## config.mk

```make
export PLATFORM = sky130hd
export DESIGN_NAME = conv_encoder_frame
export DESIGN_NICKNAME = d
export VERILOG_FILES = /design/src/rtl/conv_encoder_frame.sv
export SDC_FILE = /design/constraint.sdc
export NUM_CORES = 1
export LEC_CHECK = 0
export CAP_MARGIN = 25
export CORE_AREA = 4 4 51 53
export DETAILED_ROUTE_END_ITERATION = 8
export DIE_AREA = 0 0 55 57
export HOLD_SLACK_MARGIN = 0.06
export PLACE_DENSITY = 0.75
export SLEW_MARGIN = 0
export SYNTH_ARGS = -nofsm -noshare
export SYNTH_HDL_FRONTEND = slang
export SYNTH_SLANG_ARGS = --single-unit
```

## constraint.sdc

```tcl
create_clock -name clk -period 2.18 [get_ports clk]
set_clock_uncertainty 0.1 [all_clocks]
set_input_delay 0.654 -clock clk [delete_from_list [all_inputs] [get_ports clk]]
set_output_delay 0.654 -clock clk [all_outputs]
set_load 0.02 [all_outputs]
```

## src/rtl/conv_encoder_frame.sv

```systemverilog
// rtl/conv_encoder_frame.sv - frame-based rate-1/2 K=3 (7/5) convolutional encoder with zero tail
module conv_encoder_frame #(
   parameter int FRAME_BITS = 8
) (
   input  logic                  clk,
   input  logic                  rst,
   input  logic [FRAME_BITS-1:0] i_data,
   input  logic                  i_valid,
   output logic                  o_ready,
   output logic [1:0]            o_code,
   output logic                  o_valid,
   input  logic                  i_ready,
   output logic                  o_last
);

   localparam int CW = $clog2(FRAME_BITS + 2);
   localparam logic [CW-1:0] LAST_DATA = CW'(FRAME_BITS - 1);
   localparam logic [CW-1:0] FIRST_TAIL = CW'(FRAME_BITS);
   localparam int MSB = FRAME_BITS - 1;

   typedef enum logic [1:0] {
      IDLE,
      ENCODE,
      FLUSH
   } state_t;

   state_t                  state, state_nx;
   logic [FRAME_BITS-1:0]   sr, sr_nx;
   logic [1:0]              trel, trel_nx;
   logic [CW-1:0]           cnt, cnt_nx;
   logic [1:0]              code_nx;
   logic                    valid_nx;
   logic                    last_nx;

   // Trellis after the presented bit, and the symbol for the bit that follows it.
   // The shift register back-fills with zeros, so once all payload bits have gone
   // the bit behind the MSB is 0 and the tail symbols fall out naturally.
   logic [1:0]              trel_adv;
   logic [1:0]              code_adv;

   // Rate-1/2 generator pair: c1 = u^s1^s0 (g=111), c0 = u^s0 (g=101).
   function automatic logic [1:0] enc(input logic u, input logic [1:0] s);
      return {u ^ s[1] ^ s[0], u ^ s[0]};
   endfunction

   assign o_ready  = (state == IDLE) && !rst;
   assign trel_adv = {sr[MSB], trel[1]};
   assign code_adv = enc(sr[MSB-1], trel_adv);

   // FSM state register
   always_ff @(posedge clk) begin
      if (rst) begin
         state <= IDLE;
      end else begin
         state <= state_nx;
      end
   end

   // Datapath and registered output symbol
   always_ff @(posedge clk) begin
      if (rst) begin
         sr      <= '0;
         trel    <= 2'b00;
         cnt     <= '0;
         o_code  <= 2'b00;
         o_valid <= 1'b0;
         o_last  <= 1'b0;
      end else begin
         sr      <= sr_nx;
         trel    <= trel_nx;
         cnt     <= cnt_nx;
         o_code  <= code_nx;
         o_valid <= valid_nx;
         o_last  <= last_nx;
      end
   end

   // Next-state and next-symbol logic; everything holds unless a handshake occurs
   always_comb begin
      state_nx = state;
      sr_nx    = sr;
      trel_nx  = trel;
      cnt_nx   = cnt;
      code_nx  = o_code;
      valid_nx = o_valid;
      last_nx  = o_last;
      case (state)
         IDLE: begin
            if (i_valid) begin
               state_nx = ENCODE;
               sr_nx    = i_data;
               trel_nx  = 2'b00;
               cnt_nx   = '0;
               code_nx  = enc(i_data[MSB], 2'b00);
               valid_nx = 1'b1;
               last_nx  = 1'b0;
            end
         end
         ENCODE: begin
            if (i_ready) begin
               sr_nx   = {sr[MSB-1:0], 1'b0};
               trel_nx = trel_adv;
               cnt_nx  = cnt + CW'(1);
               code_nx = code_adv;
               last_nx = 1'b0;
               if (cnt == LAST_DATA) begin
                  state_nx = FLUSH;
               end
            end
         end
         FLUSH: begin
            if (i_ready) begin
               sr_nx   = {sr[MSB-1:0], 1'b0};
               trel_nx = trel_adv;
               if (cnt == FIRST_TAIL) begin
                  cnt_nx  = cnt + CW'(1);
                  code_nx = code_adv;
                  last_nx = 1'b1;
               end else begin
                  state_nx = IDLE;
                  code_nx  = 2'b00;
                  valid_nx = 1'b0;
                  last_nx  = 1'b0;
               end
            end
         end
         default: begin
            state_nx = IDLE;
         end
      endcase
   end

endmodule

```

==> impl_results.md, run 1 <==
* Vias per inst at 5.285
* Post-synthesis sequential area ratio at about 36%
* Max-slew violation count at 0
* I/O pin count at 17
* CP required at 1.43 ns
* Final WL at 2.192 mm
* Yosys top cell area share at 35.51%
* # setup viols final at 0
* Post-CTS Hold Buffers at 0
* Startpoint types: primary input
* Area grow syn2layout at 29.67%
* Netlist cell types at 38
* Final Hold Fails at 0
* Antenna violation net count after detailed routing at 0
* Hold path start: trel[1]$_SDFFE_PP0P_
* Nets at about 170
* Design Area, Final at 1389 um2
* Final GP Congestion at 0.7966
* DP HPWL at 1.656 mm
* Worst slew margin at 77.56%
* P_sw at 0.0006555 W
* RSZ-0062 raised after global routing: false
* Deepest clock path buffer count at 2
* Core area at 2148 um2
* Switch share at 39.37%
* Async set or reset register ratio after synthesis at 0%
* Drt wl/cell at around 13 um
* Worst-skew pair later-pin latency at 0.30 ns
* Root Buffer: clkbuf_4
* Yosys reg bits at 19
* Hold WS at between 0.4 and 0.5 ns
* Port Buffers at 16
* GRT overflow at 0
* Total global-route track usage at approximately 16%
* Max-cap violations at 0
* Synthesized Nets at 135
* Internal power at 0.001010 W
* Worst Hold Path EP: trel[1]$_SDFFE_PP0P_
* Fraction of layout cells with a size suffix above 1 at about a fifth
* Largest fanout on the critical path at 2
* Reg-to-reg endpoint: state[0]$_SDFFE_PP0P_
* EDFF count, synth at 0
* Outcome: complete, no violations
* Post CTS Setup Buffer Count at 0
* CTS Buf Count at 3
* Synth Instances at between 100 and 150
* Die Wd at 55 um
* Antenna diodes at 0
* VDD IR max at 637.0 uV
* Leakage Power at 0.5593 nW
* First-pass GRT wire length at approximately 3.7 mm
* Via count at 909
* # fillers at 185
* Worst reg-to-reg path cell count at 6
* Largest net degree at the start of global routing at 22
* Initial DRC Count at 19
* Die area at 3135 um2
* M1 GR Usage at between 20% and 30%
* CTS tree: yes
* Mapped Area at 1071 um2
* M3 GR Usage at 2.350%
* Yosys warnings at 0
* Ranking of synthesized cells by area: dfxtp_1, ha_1, mux2i_1
* GRT busiest layer: met2
* Fmax at 468.4 MHz
* Clock sink total at 19
* Critical Path Sink Type: output port
* Placed Area at between 1000 and 1500 um2
* GRT met2 Usage at 26.52%
* Critical path's slowest cell: clkdlybuf4s50_1
* Vias in the first global route at about 850
* CP max stage delay at between 0.4 and 0.5 ns
* Most used flip-flop cell after synthesis: dfxtp_1
* Starting Density at around half
* Worst Tran Pin Value at 0.3273 ns
* Mapped Avg Cell Area at 9.313 um2
* DRC viols at 0
* Clock power frac at 11.1%
* Combinational Power Share at 58.7%
* Worst R2R Start: state[0]$_SDFFE_PP0P_
* WP data arrival at roughly 1.4 ns
* Critical path start-end classification: primary input to output port
* Sequential power share at 30.2%
* Hold crit path type: register to register
* Initial antenna violation count at 0
* Worst hold path stage count at 2
* Pwr dens at 1199 nW/um2
* Die H at about 57 um
* Rows at 17
* Crit share post-route at 97.94%
* CP cell instances: clkdlybuf4s50_1 -> nor2b_2 -> buf_4
* CTS resizes at 4
* R2R Setup Slk at 0.13 ns
* Clk slew on worst S/H paths at 0.12 ns
* Minimum clock period at approximately 2.1 ns
* Util after Layout at approximately 65%
* Area leader, netlist: dfxtp_1
* # H-tree levels at 1
* DRT Pass-1 Iters at 6
-- flip-flops by register name, summed over array words and instances (netlist names) --
signal,count
trel,1
sr,8
o_code,2
o_last,1
o_valid,1
state,2
cnt,4
-- cell families (layout without fill, tap and decap cells) --
group                      count (synthesis)  count (layout)  share of synthesized area [%]
xor gates and xnor gates                   2               2                          1.636
muxes                                     10              10                          9.813
adders and majority gates                  8               8                          9.346
buffers and inverters                     13              42                          4.906
AOI/OAI and AO/OA                         24              24                          18.69
DFF                                       19              19                          35.51
and+or+nand+nor                           39              39                          20.09
-- worst max path at each step --
stage                               start                    end  slack, ns  depth (start not counted)
floorplan           state[0]$_SDFFE_PP0P_  state[0]$_SDFFE_PP0P_       0.19                          5
global placement                      rst                o_ready      -0.41                          3
detailed placement                    rst                o_ready      -0.45                          3
CTS                                   rst                o_ready      0.002                          3
global route                          rst                o_ready      0.001                          3
finish                                rst                o_ready       0.04                          3
-- cells in the mapped netlist (2+ instances only) --
cell type and instances:
dfxtp_1 19, nor2_1 13, mux2i_1 9, ha_1 8, inv_1 8, nand2b_1 7
a211oi_1 6, a21oi_1 4, nand2_1 4, nand3_1 4, buf_2 3, o21ai_0 3
a311oi_1 2
-- layout make-up --
cell class / instances / area (um2) / share of cell area (%)
inverters: 8 / 30.03 / 2.162
repair buffers: 30 / 275.3 / 19.82
clock inverters: 1 / 5.005 / 0.3604
clock buffers: 3 / 22.52 / 1.622
flip-flops and latches: 19 / 380.4 / 27.39
multi-input cells: 83 / 640.6 / 46.13
well taps: 28 / 35.03 / 2.523
-- per-layer routing --
metal | up-vias | part of all wire, %
li1 | 465 | -
met1 | 424 | 44
met2 | 16 | 50
met3 | 4 | 4.1
met4 | 0 | 1.8
met5 | - | 0
-- power groups by stage --
| stage | registers [W] | clock network [W] | logic [W] |
|---|---|---|---|
| floorplan | 0.000531 | 0 | 0.000597 |
| global placement | 0.000504 | 0 | 0.000947 |
| detailed placement | 0.000512 | 0 | 0.000976 |
| CTS | 0.000504 | 0.000193 | 0.000976 |
| global route | 0.000515 | 0.000212 | 0.00108 |
| finish | 0.000503 | 0.000185 | 0.000977 |
-- cells in the final DEF (no fill, tap or decap), types with 2 or more instances in the layout --
| cell | count |
|---|---|
| mux2i_1 | 9 |
| nand3_1 | 4 |
| nand2_1 | 4 |
| clkbuf_4 | 3 |
| a21oi_1 | 4 |
| clkdlybuf4s50_1 | 15 |
| o21ai_0 | 3 |
| nor2_1 | 13 |
| buf_4 | 14 |
| dfxtp_1 | 19 |
| a211oi_1 | 6 |
| a311oi_1 | 2 |
| nand2b_1 | 7 |
| ha_1 | 8 |
| inv_1 | 8 |
-- critical path: cells and delay by family --
kind | cells | cell delay (ns)
buffers and inverters | 2 | 0.58
AND/OR/NAND/NOR | 1 | 0.14
-- per-stage QoR --
stage          power, W  instances  setup TNS (ns)  setup WS [ns]
2_1_floorplan  0.001129        115               0         0.1881
3_3_place_gp   0.001450        168          -1.764        -0.4099
3_5_place_dp   0.001488        168          -2.180        -0.4505
4_1_cts        0.001674        172               0       0.001966
5_1_grt        0.001804        172               0       0.001421
6_report       0.001665        172               0        0.04498
No activity file was read; power rests on OpenSTA's default activity.
==> run 2, diff against run 1 <==
--- a/config.mk
+++ b/config.mk
@@ -6,11 +6,11 @@
 export NUM_CORES = 1
 export LEC_CHECK = 0
 export CAP_MARGIN = 25
-export CORE_AREA = 4 4 51 53
+export CORE_AREA = 4 4 49 51
 export DETAILED_ROUTE_END_ITERATION = 8
-export DIE_AREA = 0 0 55 57
+export DIE_AREA = 0 0 53 55
 export HOLD_SLACK_MARGIN = 0.06
-export PLACE_DENSITY = 0.75
+export PLACE_DENSITY = 0.8
 export SLEW_MARGIN = 0
 export SYNTH_ARGS = -nofsm -noshare
 export SYNTH_HDL_FRONTEND = slang
==> constraint.sdc (replaced) <==
create_clock -name clk -period 2.5 [get_ports clk]
set_clock_uncertainty 0.1 [all_clocks]
set_input_delay 0.75 -clock clk [delete_from_list [all_inputs] [get_ports clk]]
set_output_delay 0.75 -clock clk [all_outputs]
set_load 0.02 [all_outputs]
==> impl_results.md, run 2 (synthesized netlist as in run 1, its figures left out) <==
* Metal3 WL at 92 um (+3.4%)
* CTS tree: yes
* Max-cap violations at 0 (unchanged)
* Starting Density at 55.15% (+5.3 points)
* Outcome: complete, no violations
* Core area at 1942 um2 (-9.6%)
* # H-tree levels at 1 (unchanged)
* Largest net degree at the start of global routing at 22 (unchanged)
* Vias in the first global route at 894 (+5.3%)
* Total global-route track usage at 18.04% (+2.0 points)
* Critical path launch point: rst
* DP HPWL at 1.695 mm (+2.4%)
* Fin worst setup slack at 0.1458 ns (+0.1008 ns)
* WL met1 at 983 um (+2.1%)
* WP data arrival at 1.50 ns (+0.12 ns)
* Initial DRC Count at 11 (-8)
* Clk slew on worst S/H paths at 0.10 ns (-0.02 ns)
* Die Wd at 53 um (-3.6%)
* Drt wl/cell at 13.58 um (+6.6%)
* Clock sink total at 19 (unchanged)
* Worst R2R Start: state[0]$_SDFFE_PP0P_
* Critical Path Sink Type: output port
* Most common cell after layout, fill and taps aside: dfxtp_1
* Hold WS at 0.4018 ns (-0.0006360 ns)
* Die H at 55 um (-3.5%)
* Root Buffer: clkbuf_4
* Crit share post-route at 94.17%
* R2R Setup Slk at 0.36 ns (+0.23 ns)
* Vias per inst at 5.394 (+2.1%)
* Worst reg-to-reg path cell count at 5 (-1)
* Top flop regs: sr (8), cnt (4)
* Uppermost layer routed: met4
* GRT overflow at 0 (unchanged)
* Minimum clock period at around 2.4 ns
* I/O pin count at 17 (unchanged)
* Area grow syn2layout at 23.83%
* First-pass GRT wire length at 3.857 mm (+3.5%)
* Most frequent cells in the layout: dfxtp_1, clkdlybuf4s50_1, nor2_1, mux2i_1
* # fillers at 165 (-11%)
* Post CTS Setup Buffer Count at 0 (unchanged)
* DRC viols at 0 (unchanged)
* Worst-skew pair later-pin latency at 0.29 ns (about the same)
* Top reg by flops: sr
* Deepest clock path buffer count at 2 (unchanged)
* DRT Pass-1 Iters at 5 (-1)
* Fmax at 424.8 MHz
* Final WL at 2.241 mm (+2.2%)
* Pwr dens at 1037 nW/um2 (-14%)
* Nets at 159 (-3.6%)
* Hold crit path type: register to register
* Met2 WL at 1.148 mm (+4.4%)
* Antenna diodes at 0 (unchanged)
* RSZ-0062 raised after global routing: false
* Die area at 2915 um2 (-7.0%)
* Final Hold Fails at 0 (unchanged)
* Rows at 16 (-1)
* CP Capture Point: o_ready
* Worst Tran Pin Value at 0.3693 ns (+0.04199 ns)
* Port Buffers at 16 (unchanged)
* # setup viols final at 0 (unchanged)
* Leakage Power at 0.5215 nW (-6.8%)
* Antenna violation net count after detailed routing at 0 (unchanged)
* Largest fanout on the critical path at 2 (unchanged)
* CP required at 1.65 ns (+0.22 ns)
* Via count at 890 (-2.1%)
* Max reg flops at 8 (unchanged)
* Place WS at -0.3142 ns (+0.1363 ns)
* Max-slew violation count at 0 (unchanged)
* Initial antenna violation count at 0 (unchanged)
* Startpoint types: primary input
* Worst slew margin at 74.68% (-2.9 points)
* Critical path start-end classification: primary input to output port
* Reg-to-reg endpoint: state[0]$_SDFFE_PP0P_
* VDD IR max at 541.2 uV (-15%)
* CTS Buf Count at 3 (unchanged)
* Final GP Congestion at 0.7553 (-5.2%)
* Fraction of layout cells with a size suffix above 1 at 15.22% (-4.2 points)
## run 2: cell count changes in the layout (fill, tap and decap cells not counted), sizes merged
cell	delta
clkbuf	+1
clkinv	-1
buf	-6
## run 2: per-stage QoR
step	TNS, ns	area [um2]	std cells	total power (W)	utilization (%)
detailed placement	-0.3444	1303	161	0.001230	67.07
floorplan	0	1071	115	0.0009841	-
global placement	-0.2869	1303	161	0.001188	67.07
global route	0	1326	165	0.001481	68.30
finish	0	1326	165	0.001375	68.30
CTS	0	1330	165	0.001386	68.49
## run 2: area by class of cell
cell class	count	area [um2]	share of cell area (%)
inverters	8	30.03	2.264
flip-flops and latches	19	380.4	28.68
repair buffers	24	215.2	16.23
well taps	27	33.78	2.547
multi-input cells	83	640.6	48.30
clock buffers	4	26.28	1.981
## run 2: repair_timing
item / 4_1_cts / 5_1_grt
hold buffers: 0 / 0
resized for setup: 3 / 2
setup endpoints to repair: 1 / 1
## run 2: worst max-delay path: stages
cell and delay, ns:
clkdlybuf4s50_1 0.45, nor2b_2 0.13, buf_2 0.17
## run 2: power by group
| part | total [W] | leakage, nW | internal [W] | switching [W] |
|---|---|---|---|---|
| clock network | 0.000153 | 0.0150 | 0.0000620 | 0.0000911 |
| logic | 0.000776 | 0.350 | 0.000369 | 0.000407 |
| registers | 0.000447 | 0.156 | 0.000387 | 0.0000593 |
| total | 0.00138 | 0.521 | 0.000818 | 0.000558 |
## run 2: how the worst min path moves through the flow
| stage | cells past startpoint | endpoint | slack (ns) | start |
|---|---|---|---|---|
| after global placement | 2 | o_valid$_SDFFE_PP0P_ | 0.37 | o_valid$_SDFFE_PP0P_ |
| after floorplan | 2 | trel[1]$_SDFFE_PP0P_ | 0.36 | trel[1]$_SDFFE_PP0P_ |
| final | 2 | trel[1]$_SDFFE_PP0P_ | 0.40 | trel[1]$_SDFFE_PP0P_ |
| after detailed placement | 2 | o_code[1]$_SDFFE_PP0P_ | 0.39 | o_code[1]$_SDFFE_PP0P_ |
| after global routing | 2 | o_code[1]$_SDFFE_PP0P_ | 0.42 | o_code[1]$_SDFFE_PP0P_ |
| after CTS | 2 | trel[1]$_SDFFE_PP0P_ | 0.41 | trel[1]$_SDFFE_PP0P_ |
## run 2: metal layers
metal  GRT usage, %  vias up
li1               -      456
met1          20.10      412
met2          34.92       18
met3          2.413        4
met4          6.383        0
met5              0        -
